===== src/rtl/uart_tx_arbiter.sv =====
// Round-robin arbiter that shares one UART transmitter among NUM_REQ byte producers.
// Latency: gnt + uart_enable one cycle after req is sampled in IDLE; done one cycle after uart_busy falls.
// Backpressure: req is held until gnt; no grant while uart_busy is high or a frame is in flight.
// Optional macro UART_ARB_WATCHDOG_EN: gives up after BUSY_TIMEOUT cycles without uart_busy and sets timeout_err.
module uart_tx_arbiter #(
    parameter int NUM_REQ          = 4,
    parameter int INPUT_DATA_WIDTH = 8,
    parameter int BUSY_TIMEOUT     = 64
) (
    input  logic                                clk,
    input  logic                                reset,
    input  logic [NUM_REQ-1:0]                  req,
    input  logic [NUM_REQ*INPUT_DATA_WIDTH-1:0] req_data,
    output logic [NUM_REQ-1:0]                  gnt,
    output logic [NUM_REQ-1:0]                  done,
    output logic [$clog2(NUM_REQ)-1:0]          owner,
    output logic                                arb_busy,
    output logic                                uart_enable,
    output logic [INPUT_DATA_WIDTH-1:0]         uart_data,
    input  logic                                uart_busy,
    output logic                                timeout_err
);

    localparam int IDX_W = $clog2(NUM_REQ);
    localparam int W     = INPUT_DATA_WIDTH;
    localparam logic [IDX_W-1:0]   LAST_IDX = IDX_W'(NUM_REQ - 1);
    localparam logic [IDX_W-1:0]   IDX_ONE  = IDX_W'(1);
    localparam logic [IDX_W:0]     N_WIDE   = (IDX_W + 1)'(NUM_REQ);
    localparam logic [NUM_REQ-1:0] HOT0     = NUM_REQ'(1);

    if (NUM_REQ < 2 || NUM_REQ > 16) begin : g_bad_num_req
        $error("uart_tx_arbiter: NUM_REQ must be in 2..16");
    end
    if (BUSY_TIMEOUT < 1) begin : g_bad_timeout
        $error("uart_tx_arbiter: BUSY_TIMEOUT must be at least 1");
    end

    typedef enum logic [1:0] {
        IDLE      = 2'd0,
        WAIT_BUSY = 2'd1,
        WAIT_DONE = 2'd2
    } state_t;

    state_t             state;
    state_t             state_nxt;
    logic [IDX_W-1:0]   rr_ptr;
    logic [IDX_W-1:0]   rr_ptr_nxt;
    logic [IDX_W-1:0]   owner_nxt;
    logic [IDX_W-1:0]   owner_adv;
    logic [NUM_REQ-1:0] gnt_nxt;
    logic [NUM_REQ-1:0] done_nxt;
    logic               uart_enable_nxt;
    logic [W-1:0]       uart_data_nxt;
    logic               pick_vld;
    logic [IDX_W-1:0]   pick_idx;
    logic [IDX_W:0]     cand;
    logic               wd_expire;
    logic [W-1:0]       req_byte [NUM_REQ];

    // Unpack the flat request bus into one byte per requester.
    for (genvar g = 0; g < NUM_REQ; g++) begin : g_unpack
        assign req_byte[g] = req_data[g*W +: W];
    end

    assign arb_busy  = (state != IDLE);
    assign owner_adv = (owner == LAST_IDX) ? '0 : owner + IDX_ONE;

`ifdef UART_ARB_WATCHDOG_EN
    localparam int CNT_W = $clog2(BUSY_TIMEOUT + 1);
    localparam logic [CNT_W-1:0] CNT_LAST = CNT_W'(BUSY_TIMEOUT - 1);
    localparam logic [CNT_W-1:0] CNT_ONE  = CNT_W'(1);

    logic [CNT_W-1:0] wd_cnt;

    // The counter reads k-1 on the k-th edge spent in WAIT_BUSY, so expiry lands BUSY_TIMEOUT edges after the grant.
    assign wd_expire = (state == WAIT_BUSY) && !uart_busy && (wd_cnt == CNT_LAST);

    // Launch watchdog: cleared outside WAIT_BUSY, sticky error until reset.
    always_ff @(posedge clk or negedge reset) begin
        if (!reset) begin
            wd_cnt      <= '0;
            timeout_err <= 1'b0;
        end else begin
            wd_cnt <= (state == WAIT_BUSY) ? wd_cnt + CNT_ONE : '0;
            if (wd_expire) begin
                timeout_err <= 1'b1;
            end
        end
    end
`else
    assign wd_expire   = 1'b0;
    assign timeout_err = 1'b0;
`endif

    // Round-robin pick: first set req searching upward from rr_ptr, wrapping at NUM_REQ.
    always_comb begin
        pick_vld = 1'b0;
        pick_idx = '0;
        cand     = '0;
        for (int k = 0; k < NUM_REQ; k++) begin
            cand = {1'b0, rr_ptr} + (IDX_W + 1)'(k);
            if (cand >= N_WIDE) begin
                cand = cand - N_WIDE;
            end
            if (!pick_vld && req[cand[IDX_W-1:0]]) begin
                pick_vld = 1'b1;
                pick_idx = cand[IDX_W-1:0];
            end
        end
    end

    // Next-state and next-output decode; pulses default low, data/owner hold.
    always_comb begin
        state_nxt       = state;
        rr_ptr_nxt      = rr_ptr;
        owner_nxt       = owner;
        gnt_nxt         = '0;
        done_nxt        = '0;
        uart_enable_nxt = 1'b0;
        uart_data_nxt   = uart_data;
        case (state)
            IDLE: begin
                // An externally busy line blocks the launch, which also keeps enable away from busy.
                if (pick_vld && !uart_busy) begin
                    gnt_nxt         = HOT0 << pick_idx;
                    uart_enable_nxt = 1'b1;
                    uart_data_nxt   = req_byte[pick_idx];
                    owner_nxt       = pick_idx;
                    state_nxt       = WAIT_BUSY;
                end
            end
            WAIT_BUSY: begin
                if (uart_busy) begin
                    state_nxt = WAIT_DONE;
                end else if (wd_expire) begin
                    done_nxt   = HOT0 << owner;
                    rr_ptr_nxt = owner_adv;
                    state_nxt  = IDLE;
                end
            end
            WAIT_DONE: begin
                if (!uart_busy) begin
                    done_nxt   = HOT0 << owner;
                    rr_ptr_nxt = owner_adv;
                    state_nxt  = IDLE;
                end
            end
            default: begin
                state_nxt = IDLE;
            end
        endcase
    end

    // State and registered outputs; reset abandons any frame without a done pulse.
    always_ff @(posedge clk or negedge reset) begin
        if (!reset) begin
            state       <= IDLE;
            rr_ptr      <= '0;
            owner       <= '0;
            gnt         <= '0;
            done        <= '0;
            uart_enable <= 1'b0;
            uart_data   <= '0;
        end else begin
            state       <= state_nxt;
            rr_ptr      <= rr_ptr_nxt;
            owner       <= owner_nxt;
            gnt         <= gnt_nxt;
            done        <= done_nxt;
            uart_enable <= uart_enable_nxt;
            uart_data   <= uart_data_nxt;
        end
    end

endmodule


===== config.mk =====
export PLATFORM = sky130hd
export DESIGN_NAME = uart_tx_arbiter
export DESIGN_NICKNAME = d
export VERILOG_FILES = /design/src/rtl/uart_tx_arbiter.sv
export SDC_FILE = /design/constraint.sdc
export NUM_CORES = 1
export LEC_CHECK = 0
export ABC_AREA = 0
export ABC_CLOCK_PERIOD_IN_PS = 3800
export CAP_MARGIN = 10
export CORE_UTILIZATION = 55
export CTS_CLUSTER_SIZE = 12
export DETAILED_ROUTE_END_ITERATION = 10
export DONT_BUFFER_PORTS = 1
export PLACE_DENSITY = 0.7
export SYNTH_ARGS = -nofsm -noshare
export SYNTH_HDL_FRONTEND = slang
export SYNTH_SLANG_ARGS = --single-unit

===== constraint.sdc =====
create_clock -name clk -period 3.8 [get_ports clk]
set_input_delay 0.38 -clock clk [delete_from_list [all_inputs] [get_ports clk]]
set_output_delay 0.38 -clock clk [all_outputs]
set_load 0.01 [all_outputs]

# Word-level counts from Yosys, hierarchy flattened
# Cells that the tools add are included.
dict set report word_totals {
  elab_cells 81
  in_bits 39
  regBits 23
}
dict set report classes {
  order_cmp 9
  muxes 34
  eq_ne 6
  shift 2
  bitwise_logic 2
  n_reduce_logical 13
  add_sub_neg 8
}
# operator n
set op_table {}
lappend op_table {{$mux W2} 12}
lappend op_table {{$bmux W8 S2} 1}
lappend op_table {{$mux W4} 4}
lappend op_table {{$mux W8} 2}
lappend op_table {{$ge A3 B3 Y1 const B} 4}
lappend op_table {{$lt A2 B3 Y1 const B} 4}
lappend op_table {{$mux W1} 10}
lappend op_table {{$bmux W1 S2} 4}
lappend op_table {{$shl A1 B2 Y4 const A} 2}
lappend op_table {{$sub A2 B1 Y2 const B} 4}
lappend op_table {{$add A2 B2 Y3 const B} 2}
lappend op_table {{$ne A2 B2 Y1 const B} 3}
lappend op_table {{$pmux W2 S3} 1}
lappend op_table {{$eq A2 B2 Y1 const B} 2}
lappend op_table {{$logic_and A1 B1 Y1} 4}
lappend op_table {{$logic_not A1 Y1} 4}
lappend op_table {{$reduce_and A2 Y1} 2}
lappend op_table {{$add A2 B1 Y3 const B} 1}
lappend op_table {{$ge A2 B3 Y1 const B} 1}
lappend op_table {{$not A2 Y3} 1}
lappend op_table {{$reduce_and A3 Y1} 1}
lappend op_table {{$add A2 B1 Y2 const B} 1}
lappend op_table {{$eq A2 B1 Y1 const B} 1}
lappend op_table {{$logic_not A2 Y1} 1}
lappend op_table {{other kinds (2)} 2}

# Logic depth before layout (Yosys ltp)
# Gate-level depths: netlist (run 1).
dict set report logic_depth {
  depth_word 18
  depth_mapped 6
  ltp_nobuf 5
}

# Worst setup path after synthesis (run 1)
# No wires, ideal clock.
dict set report synth_timing {
  path_kind {input to register}
  startpoint {input req[2]}
  endpoint {register uart_data[0]}
  stages 6
  t_required_ns 3.668
  setup_slack_ns 2.188
  path_buffers 1
  arrival_time_ns 1.480
  path_cell_list {nor2b_1 a21boi_4 o32ai_4 buf_8 mux2i_1 o221ai_2}
}
dict set report synth_via {
  elab_chain_len 16
  elab_cells_between_ends 28
  classes_between {mux: 19; bitwise: 1; reduce/logical: 8}
}
# item line_no
set synth_rtl {}
lappend synth_rtl {{start, declared} 12} ;# input logic [NUM_REQ-1:0] req,
lappend synth_rtl {{$bmux W1 S2} 105} ;# if (!pick_vld && req[cand[IDX_W-1:0]]) begin
lappend synth_rtl {{$mux W1 (not written as such)} 105}
lappend synth_rtl {{$mux W1} 105}
lappend synth_rtl {{$logic_not A1 Y1} 105}
lappend synth_rtl {{$logic_and A1 B1 Y1} 105}
lappend synth_rtl {{$mux W1} 105}
lappend synth_rtl {{$logic_not A1 Y1} 105}
lappend synth_rtl {{$logic_and A1 B1 Y1} 105}
lappend synth_rtl {{$mux W1} 105}
lappend synth_rtl {{$logic_not A1 Y1} 105}
lappend synth_rtl {{$logic_and A1 B1 Y1} 105}
lappend synth_rtl {{$mux W2} 105}
lappend synth_rtl {{$not A2 Y3 (not written as such)} 127} ;# uart_data_nxt = req_byte[pick_idx];
lappend synth_rtl {{$bmux W8 S2} 127}
lappend synth_rtl {{$mux W8 (not written as such) (2 in series)} 127}
lappend synth_rtl {{end signal, assigned} 171} ;# uart_data <= uart_data_nxt;
lappend synth_rtl {{end, declared} 19} ;# output logic [INPUT_DATA_WIDTH-1:0] uart_data,
# Several ways; a longest one is shown, not always the timed one. The select of a mux whose other input is x is not followed.
# A chain may end at the register's enable or synchronous reset.

# Worst setup path in the final report (run 1)
dict set report layout_timing {
  startpoint {register rr_ptr[1]}
  endpoint {register uart_data[6]}
}
dict set report layout_via {
  elab_chain_len 18
  elab_cells_between_ends 43
  classes_between {add/sub: 7; order compare: 4; mux: 23; bitwise: 1; reduce/logical: 8}
}
# item line_no
set layout_rtl {}
lappend layout_rtl {{start, declared} 46} ;# logic [IDX_W-1:0] rr_ptr;
lappend layout_rtl {{start signal, assigned} 166} ;# rr_ptr <= rr_ptr_nxt;
lappend layout_rtl {{branches (longest 18 deep; another with $add A2 B1 Y3)} n/a}
# Several ways; the timed one is not identified. The select of a mux whose other input is x is not followed.

==> results of run 1 <==
## per-stage QoR
stage	worst slack, ns	cells	util	instance area [um^2]
after CTS	1.65	130	0.625	1290
after global routing	1.51	130	0.625	1290
after floorplan	2.19	102	-	1260
final	1.69	130	0.625	1290
after detailed placement	1.62	125	0.607	1250
after global placement	1.69	125	0.607	1250
## layout make-up
cell class | count | area, um^2
clock buffers | 3 | 22.5
clock inverters | 1 | 5.00
fillers | 176 | 773
inverters | 4 | 15.0
multi-input cells | 71 | 627
flip-flops and latches | 23 | 576
well taps | 27 | 33.8
repair buffers | 1 | 10.0
## layout by cell type, fill, tap and decap left out, drive strengths merged, types with 3 or more instances in the layout
cell type,count
ha,4
inv,4
nor2,5
nand2,11
mux2i,16
dfrtp,23
o221ai,9
clkbuf,3
and2,5
o21ai,3
## power breakdown
group          internal, mW  switching [mW]  leakage, nW
clock network        0.0393          0.0728       0.0177
registers             0.317          0.0991        0.297
logic                 0.139           0.152        0.310
## state kept, by name, summed over array words and instances, names as in the netlist
register and count:
uart_data 8, owner 2, state 2, uart_enable 1, rr_ptr 2, done 4
gnt 4
## cells by family after synthesis
logic type	synth area share
AO/OA/AOI/OAI	0.166
adder cells (fa/ha/maj)	0.0396
XOR/XNOR	0.00694
AND/OR/NAND/NOR	0.137
other	0.00297
buffers and inverters	0.0476
flip-flops	0.456
multiplexers	0.145
## routing by layer
metal | wire length, um | vias up | GRT usage
met2 | 1260 | 31 | 0.369
met5 | 0 | - | 0
met4 | 13 | 0 | 0.0429
li1 | - | 367 | -
met1 | 955 | 377 | 0.237
met3 | 140 | 2 | 0.0617
## timing repair
item	in CTS	in global routing
buffers inserted	0	0
endpoints found under the hold margin	23	0
setup endpoints to repair	0	0
hold buffers	1	0
## worst max path at each step
stage,from,endpoint
6_report,rr_ptr[1],uart_data[6]
5_1_grt,rr_ptr[1],uart_data[2]
4_1_cts,rr_ptr[1],uart_data[1]
3_5_place_dp,req[2],uart_data[1]
3_3_place_gp,req[2],uart_data[3]
2_1_floorplan,req[2],uart_data[0]
==> flow_metrics.tcl, run 1 <==
set metrics [dict create \
    hp-start "uart_busy" \
    syn_area_um2 1260 \
    synth_fp_nets 145 \
    critical_path_class "register to register" \
    syn-instance-count 102 \
    yosysWarnings 0 \
    viasPerCell 5.98 \
    dr.pass1.iters 3 \
    rrSetupSlack_ns 1.69 \
    crit_slowest_cell "o32ai_4" \
    area_growth_pct 2.08 \
    whs_path_depth 1 \
    wl_per_cell_um 18.2 \
    synth_cell_types 30 \
    synth_top_area_share 0.456 \
    max_cap_viol_count 0 \
    ys_dominant_reg_cell "dfrtp_1" \
    hpwlAfterDp_um 1770 \
    pin_count 60 \
    drtAntennaViolNets 0 \
    io_buffers 0 \
    grt_max_degree 24 \
    synth_seq_cells 23 \
    track_usage 0.205 \
    ir_worst_vdd_mv 0.369 \
    gp_congestion 0.752 \
    core_area_um2 2060 \
    endpoint_kind "register" \
    overflow 0 \
    crit_arrival_ns 2.30 \
    yosys-top-cells-area "dfrtp_1, mux2i_1, o221ai_2, ha_1, nand2_1" \
    tritoncts "built" \
    status "complete, no violations" \
    final.min_clock_period_ns 2.11 \
    num_vias 777 \
    setup_viol 0 \
    h-tree-depth 1 \
    cp-start-kind "register" \
    slowest_delay_ns 0.91 \
    critical_path.top_delay_family "compound AO/OA/AOI/OAI gates" \
    r2r-start "rr_ptr[1]" \
    synthArstFlopShare 1.00 \
    root_buffer "clkbuf_4" \
    hold_ws_ns 0.119 \
    numCtsBuffers 3 \
    clock_latency_ns 0.31 \
    fin_crit_sh 0.555 \
    critPathBufInv 0 \
    tightestPinTransition_ns 1.06 \
    slew_violations 0 \
    ys_top_cells_by_count "dfrtp_1, mux2i_1, nand2_1" \
    die_h_um 49.9 \
    p_leak_nw 0.625 \
    fin_nets 147 \
    drt-initial-drc-count 11 \
    yosysTopAreaCell "dfrtp_1" \
    routed_wl_um 2370 \
    drive_gt1_frac 0.204 \
    min_path_type "input port to register" \
    worstPathCellList "a21boi_4 -> o32ai_4 -> mux2i_1 -> o221ai_2" \
    crit_cells 4 \
    relSlewSlack 0.290 \
    yosysSeqAreaShare 0.456 \
    fmax_ghz 0.474 \
    fin_setup_tns_ns 0 \
    rr_worst_depth 4 \
    cts_buffer_depth 2 \
    hold_viol 0 \
    clock_skew_ns 0.00124 \
    rsz0062_at_grt "no" \
    start_util 0.612 \
    core.rowCount 16 \
    n_antenna_cell 0 \
    drc 0 \
    p_total_mw 0.819 \
    power_density_nw_per_um2 635 \
    post_cts_resized 0 \
    cts.sinks 23 \
    antenna_found_initial 0 \
    holdPathEnd "state[0]" \
    rr_endpoint "uart_data[6]" \
    grt_pass1_wl_um 3760 \
    critPathRequiredTime_ns 3.99 \
    grt_pass1_vias 805 \
    yosysMostFrequentCell "dfrtp_1" \
    synth-edff-count 0 \
    synth.avg_cell_area_um2 12.4 \
    die_x_um 49.9 \
    cp_max_fo 21 \
    clkSlewWorstSetupHoldPaths_ns 0.12 \
    die-area_um2 2490 \
]
No activity file was read; power rests on OpenSTA's default activity.
==> inputs of run 2 (changes only) <==
- ABC_AREA: 0 -> 1
- ABC_CLOCK_PERIOD_IN_PS: 3800 -> 1900
- PLACE_DENSITY: 0.7 -> 0.73
- clock period: 3.8 -> 1.9 ns (I/O delays scaled with it)
==> run 2 against run 1 <==
Effect of this change: clock-buffer cell count up 1; clock skew up 0.0052 ns; cell count up 130%; setup slack worse by 1.6 ns; largest cell class unchanged; non-clock buffer count up 16; critical path type unchanged; critical endpoint is now uart_data[3]; via count up 98%; synthesized cell count up 140%; fmax up 14%; sequential power up 120%.
==> flow_metrics.tcl, run 2 <==
set metrics [dict create \
    routed_wl_um 3830 \
    start_util 0.584 \
    synth_fp_nets 286 \
    crit_arrival_ns 2.05 \
    viasPerCell 5.12 \
    regArea_um2 578 \
    fill_cells 282 \
    num_vias 1536 \
    placedCellCount 286 \
    synth_seq_cells 23 \
    grt_max_degree 24 \
    synth.avg_cell_area_um2 7.34 \
    synthAdderAreaFrac 0.0281 \
    power_density_nw_per_um2 2090 \
    critical_path_class "register to register" \
    die_h_um 59.0 \
    core.rowCount 20 \
    layout_common_cells "nand2_1, inv_1, nand2_2" \
    die-area_um2 3480 \
    cp-start-kind "register" \
    drt-initial-drc-count 43 \
    hold_ws_ns 0.0688 \
    area_growth_pct 15.1 \
    muxShareOfSynthArea 0 \
    cp_max_fo 6 \
    p_leak_nw 1.20 \
    fin_crit_sh 0.969 \
    utilization 0.673 \
    ys_dominant_reg_cell "dfrtp_1" \
    slowest_delay_ns 0.45 \
    stdcell_area_um2 2050 \
    ir_worst_vdd_mv 0.960 \
    antenna_found_initial 0 \
    drive_gt1_frac 0.305 \
    wl_per_cell_um 12.8 \
    fin_setup_tns_ns 0 \
    endpoint_kind "register" \
    regMostFlops "uart_data" \
    setup_viol 0 \
    clock_skew_ns 0.00649 \
    largest_reg_flops 8 \
    synthArstFlopShare 1.00 \
    synth_top_family_by_area "simple AND/OR/NAND/NOR gates" \
    final_cells 300 \
    numCtsBuffers 3 \
    drtAntennaViolNets 0 \
    drc 0 \
    preCtsSetupSlack_ns -0.0336 \
    synth_top_area_share 0.323 \
    final_common_cell "nand2_1" \
    status "complete, no violations" \
    synth-edff-count 0 \
    yosysTopAreaCell "dfrtp_1" \
    critPathRequiredTime_ns 2.11 \
    ys_top_cells_by_count "nand2_1, inv_1, dfrtp_1" \
    root_buffer "clkbuf_4" \
    tritoncts "built" \
    max_cap_viol_count 0 \
    setup_ws_ns 0.0593 \
    gp_congestion 0.872 \
    clock_latency_ns 0.31 \
    yosys-top-cells-area "dfrtp_1, nand2_1, inv_1, nand2_4, nand3_2" \
    relSlewSlack 0.347 \
    cts_buffer_depth 2 \
    syn_area_um2 1780 \
    yosysMostFrequentCell "nand2_1" \
    hold_viol 0 \
    pin_count 60 \
    p_total_mw 4.30 \
    fin_nets 300 \
    multi_input_area_um2 976 \
    die_x_um 59.0 \
    yosysSeqAreaShare 0.323 \
    worstPathCellList "buf_12 -> clkinv_8 -> nand2_4 -> nand2_4 -> nor2_1 -> nor2_1 -> nand3_4 -> nand3_4 -> clkbuf_16 -> nand2_4 -> nand3_2 -> nand2_2 -> nand2_2 -> nand2_2" \
    largest_registers "uart_data: 8 flops, done: 4 flops, gnt: 4 flops" \
    slew_violations 0 \
    syn-instance-count 243 \
    min_path_type "input port to register" \
    core_area_um2 3050 \
    tightestPinTransition_ns 0.977 \
    yosysWarnings 0 \
    hpwlAfterDp_um 2690 \
    clkSlewWorstSetupHoldPaths_ns 0.12 \
    grt_pass1_wl_um 5780 \
    synth-simple-area-share 0.445 \
    track_usage 0.216 \
    synth_xor_area_frac 0 \
    synth_cell_types 24 \
    crit_slowest_cell "dfrtp_2" \
    n_antenna_cell 0 \
    overflow 0 \
    dr.pass1.iters 5 \
    fmax_ghz 0.543 \
    grt_pass1_vias 1330 \
    io_buffers 0 \
    h-tree-depth 1 \
    cts.sinks 23 \
    synth_compound_area_frac 0.0217 \
    final.min_clock_period_ns 1.84 \
    placed_area_um2 1800 \
]
## run 2: cell types whose count changed in the layout (fill, tap and decap cells not counted), sizes merged, moves of 4 or more
| cell | delta |
|---|---|
| nand2 | +77 |
| buf | +14 |
| o221ai | -9 |
| nand3 | +27 |
| nand4 | +16 |
| and2 | -5 |
| inv | +49 |
| mux2i | -16 |
| a21oi | +4 |
| nor2 | +9 |
## run 2: path summary, 6_finish.rpt
kind	cells after the start	endpoint	slack, ns	startpoint
worst min-delay path	3	state[0]	0.07	uart_busy
min in group asynchronous	1	done[0]	0.47	reset
max in group asynchronous	1	rr_ptr[0]	0.78	reset
worst min register to register	1	state[1]	0.48	state[1]
worst max-delay path	14	uart_data[3]	0.06	rr_ptr[0]
worst max register to register	14	uart_data[3]	0.06	rr_ptr[0]
## run 2: where the power goes
group          leakage, nW  internal (mW)  switching, mW
Sequential           0.291          0.682          0.223
Clock               0.0150         0.0820          0.138
Combinational        0.891           1.32           1.86
## run 2: layer usage
layer,part of all wire,routed length [um],global-route usage,vias to the layer above
met4,0.021,82,0.0884,0
met5,0,0,0,-
met2,0.47,1790,0.307,66
met1,0.45,1740,0.326,694
met3,0.057,220,0.0286,8
li1,-,-,-,768
## run 2: cell type report
| class | count | share of cell area |
|---|---|---|
| clock buffers | 4 | 0.0128 |
| inverters | 53 | 0.105 |
| multi-input cells | 158 | 0.475 |
| flip-flops and latches | 23 | 0.281 |
| well taps | 44 | 0.0268 |
| repair buffers | 17 | 0.0944 |
| repair inverters | 1 | 0.00426 |
## run 2: critical path, delay by kind of cell (launching register included)
kind | cells | cell delay [ns]
flip-flops | 1 | 0.45
buffers and inverters | 3 | 0.42
AND/OR/NAND/NOR | 11 | 0.88
## run 2: cells by family (layout without fill, tap and decap cells)
kind of cell    count (synthesis)  in the layout
fa+ha+maj                       4              4
compound gates                  7              7
buf+inv                        62             75
simple gates                  146            146
other cells                     1              1
flops                          23             23
## run 2: repair_timing
action | 4_1_cts | 5_1_grt
endpoints found under the setup margin | 9 | 13
hold buffers | 2 | 0
setup buffers | 0 | 6
endpoints found under the hold margin | 24 | 0
resized for setup | 1 | 39
gates cloned | 0 | 2
pin swaps | 0 | 17
==> inputs of run 3 (changes only) <==
- ABC_CLOCK_PERIOD_IN_PS: 1900 -> 2200
- GPL_ROUTABILITY_DRIVEN: not set -> 0
- PLACE_DENSITY: 0.73 -> 0.7
- clock period: 1.9 -> 2.2 ns (I/O delays scaled with it)
==> run 3 against run 2 <==
Effect of this change: global-route usage fell by 0.82 points; clock power is 16% lower; register-to-register slack gained 0.13 ns; first-iteration DRC count up 72%; largest cell class unchanged; clock skew shrank 0.0031 ns; fmax is 8.5% lower; via count down 5.5%.
==> flow_metrics.tcl, run 3 (synthesis results as in run 2) <==
set metrics [dict create \
    status "complete, no violations" \
    io_buffers 0 \
    fin_setup_tns_ns 0 \
    fill_cells 293 \
    routed_wl_um 3390 \
    grt_pass1_wl_um 5620 \
    setup_viol 0 \
    power_density_nw_per_um2 1700 \
    area_growth_pct 3.86 \
    track_usage 0.207 \
    core.rowCount 20 \
    utilization 0.607 \
    p_leak_nw 1.12 \
    slew_violations 0 \
    ir_worst_vdd_mv 0.784 \
    cts_buffer_depth 2 \
    largest_registers "uart_data: 8 flops, done: 4 flops, gnt: 4 flops" \
    placed_area_um2 1760 \
    critPathBufInv 2 \
    critical_path.top_delay_family "simple AND/OR/NAND/NOR gates" \
    die-area_um2 3480 \
    cp-start-kind "register" \
    tightestPinTransition_ns 0.997 \
    drc 0 \
    slowest_delay_ns 0.53 \
    layout_common_cells "nand2_1, inv_1, dfrtp_1" \
    clock_skew_ns 0.00338 \
    cts.sinks 23 \
    relSlewSlack 0.333 \
    min_path_type "input port to register" \
    stdcell_area_um2 1850 \
    rsz0062_at_grt "no" \
    cp_max_fo 12 \
    dr.pass1.iters 4 \
    critPathRequiredTime_ns 2.40 \
    die_h_um 59.0 \
    critical_path_class "register to register" \
    largest_reg_flops 8 \
    endpoint_kind "register" \
    grt_pass1_vias 1291 \
    crit_slowest_cell "dfrtp_2" \
    max_cap_viol_count 0 \
    drt-initial-drc-count 74 \
    start_util 0.584 \
    n_antenna_cell 0 \
    fin_nets 295 \
    antenna_found_initial 0 \
    crit_top_cell "nand2_1" \
    placedCellCount 283 \
    final_common_cell "nand2_1" \
    die_x_um 59.0 \
    h-tree-depth 1 \
    final.min_clock_period_ns 2.01 \
    grt_max_degree 24 \
    hpwlAfterDp_um 2610 \
    hold_ws_ns 0.0977 \
    clock_latency_ns 0.30 \
    drive_gt1_frac 0.199 \
    overflow 0 \
    fmax_ghz 0.497 \
    pin_count 60 \
    fin_crit_sh 0.914 \
    root_buffer "clkbuf_4" \
    hold_viol 0 \
    multi_input_area_um2 886 \
    regArea_um2 577 \
    tritoncts "built" \
    wl_per_cell_um 11.5 \
    crit_arrival_ns 2.21 \
    viasPerCell 4.92 \
    numCtsBuffers 3 \
    num_vias 1451 \
    core_area_um2 3050 \
    drtAntennaViolNets 0 \
    worstPathCellList "inv_8 -> nand2_1 -> nand3_1 -> nand2_2 -> nand2_2 -> nand3_2 -> nand3_4 -> buf_4 -> nand2_1 -> nand3_1 -> nand2_1 -> nand2_1 -> nand2_1" \
    regMostFlops "uart_data" \
    clkSlewWorstSetupHoldPaths_ns 0.12 \
    final_cells 295 \
]
## run 3: final timing paths
check                      startpoint           end  slack [ns]  depth (start not counted)
min in group asynchronous       reset        gnt[0]        0.53                          1
hold reg to reg              state[1]      state[1]        0.47                          1
setup reg to reg            rr_ptr[0]  uart_data[6]        0.19                         13
max in group asynchronous       reset     rr_ptr[0]        1.01                          1
setup / recovery            rr_ptr[0]  uart_data[6]        0.19                         13
hold / removal              uart_busy      state[0]         0.1                          3
## run 3: worst min-delay path: stages
cell	delay, ns
inv_1	0.04
nand3_1	0.06
nand2_1	0.05
## run 3: per-stage QoR
stage	total power, mW	setup slack [ns]
2_1_floorplan	2.61	0.509
3_3_place_gp	2.75	0.109
3_5_place_dp	2.77	0.0808
4_1_cts	2.98	0.0496
5_1_grt	3.46	0.0376
6_report	3.16	0.189
## run 3: timing repair
| item | in CTS | in global routing |
|---|---|---|
| gates resized for setup | 0 | 1 |
| setup buffers | 0 | 6 |
| setup endpoints to repair | 0 | 12 |
| endpoints found under the hold margin | 23 | 1 |
| hold buffers | 1 | 1 |
## run 3: power breakdown
part	internal, mW	switching (mW)	total, mW
Sequential	0.587	0.214	0.802
Clock	0.0705	0.115	0.185
Combinational	0.836	1.33	2.17
Total	1.49	1.66	3.16
## run 3: layer usage
layer,global-route usage,part of all wire,vias up
met2,0.312,0.42,52
met3,0.0198,0.062,2
met1,0.318,0.51,643
li1,-,-,754
met4,0.0510,0.0086,0
met5,0,0,-
## run 3: layout make-up
| type | count | share of cell area |
|---|---|---|
| Tap cell | 44 | 0.0297 |
| Sequential cell | 23 | 0.311 |
| Clock buffer | 4 | 0.0142 |
| Inverter | 53 | 0.111 |
| Multi-Input combinational cell | 158 | 0.478 |
| Timing Repair Buffer | 13 | 0.0554 |
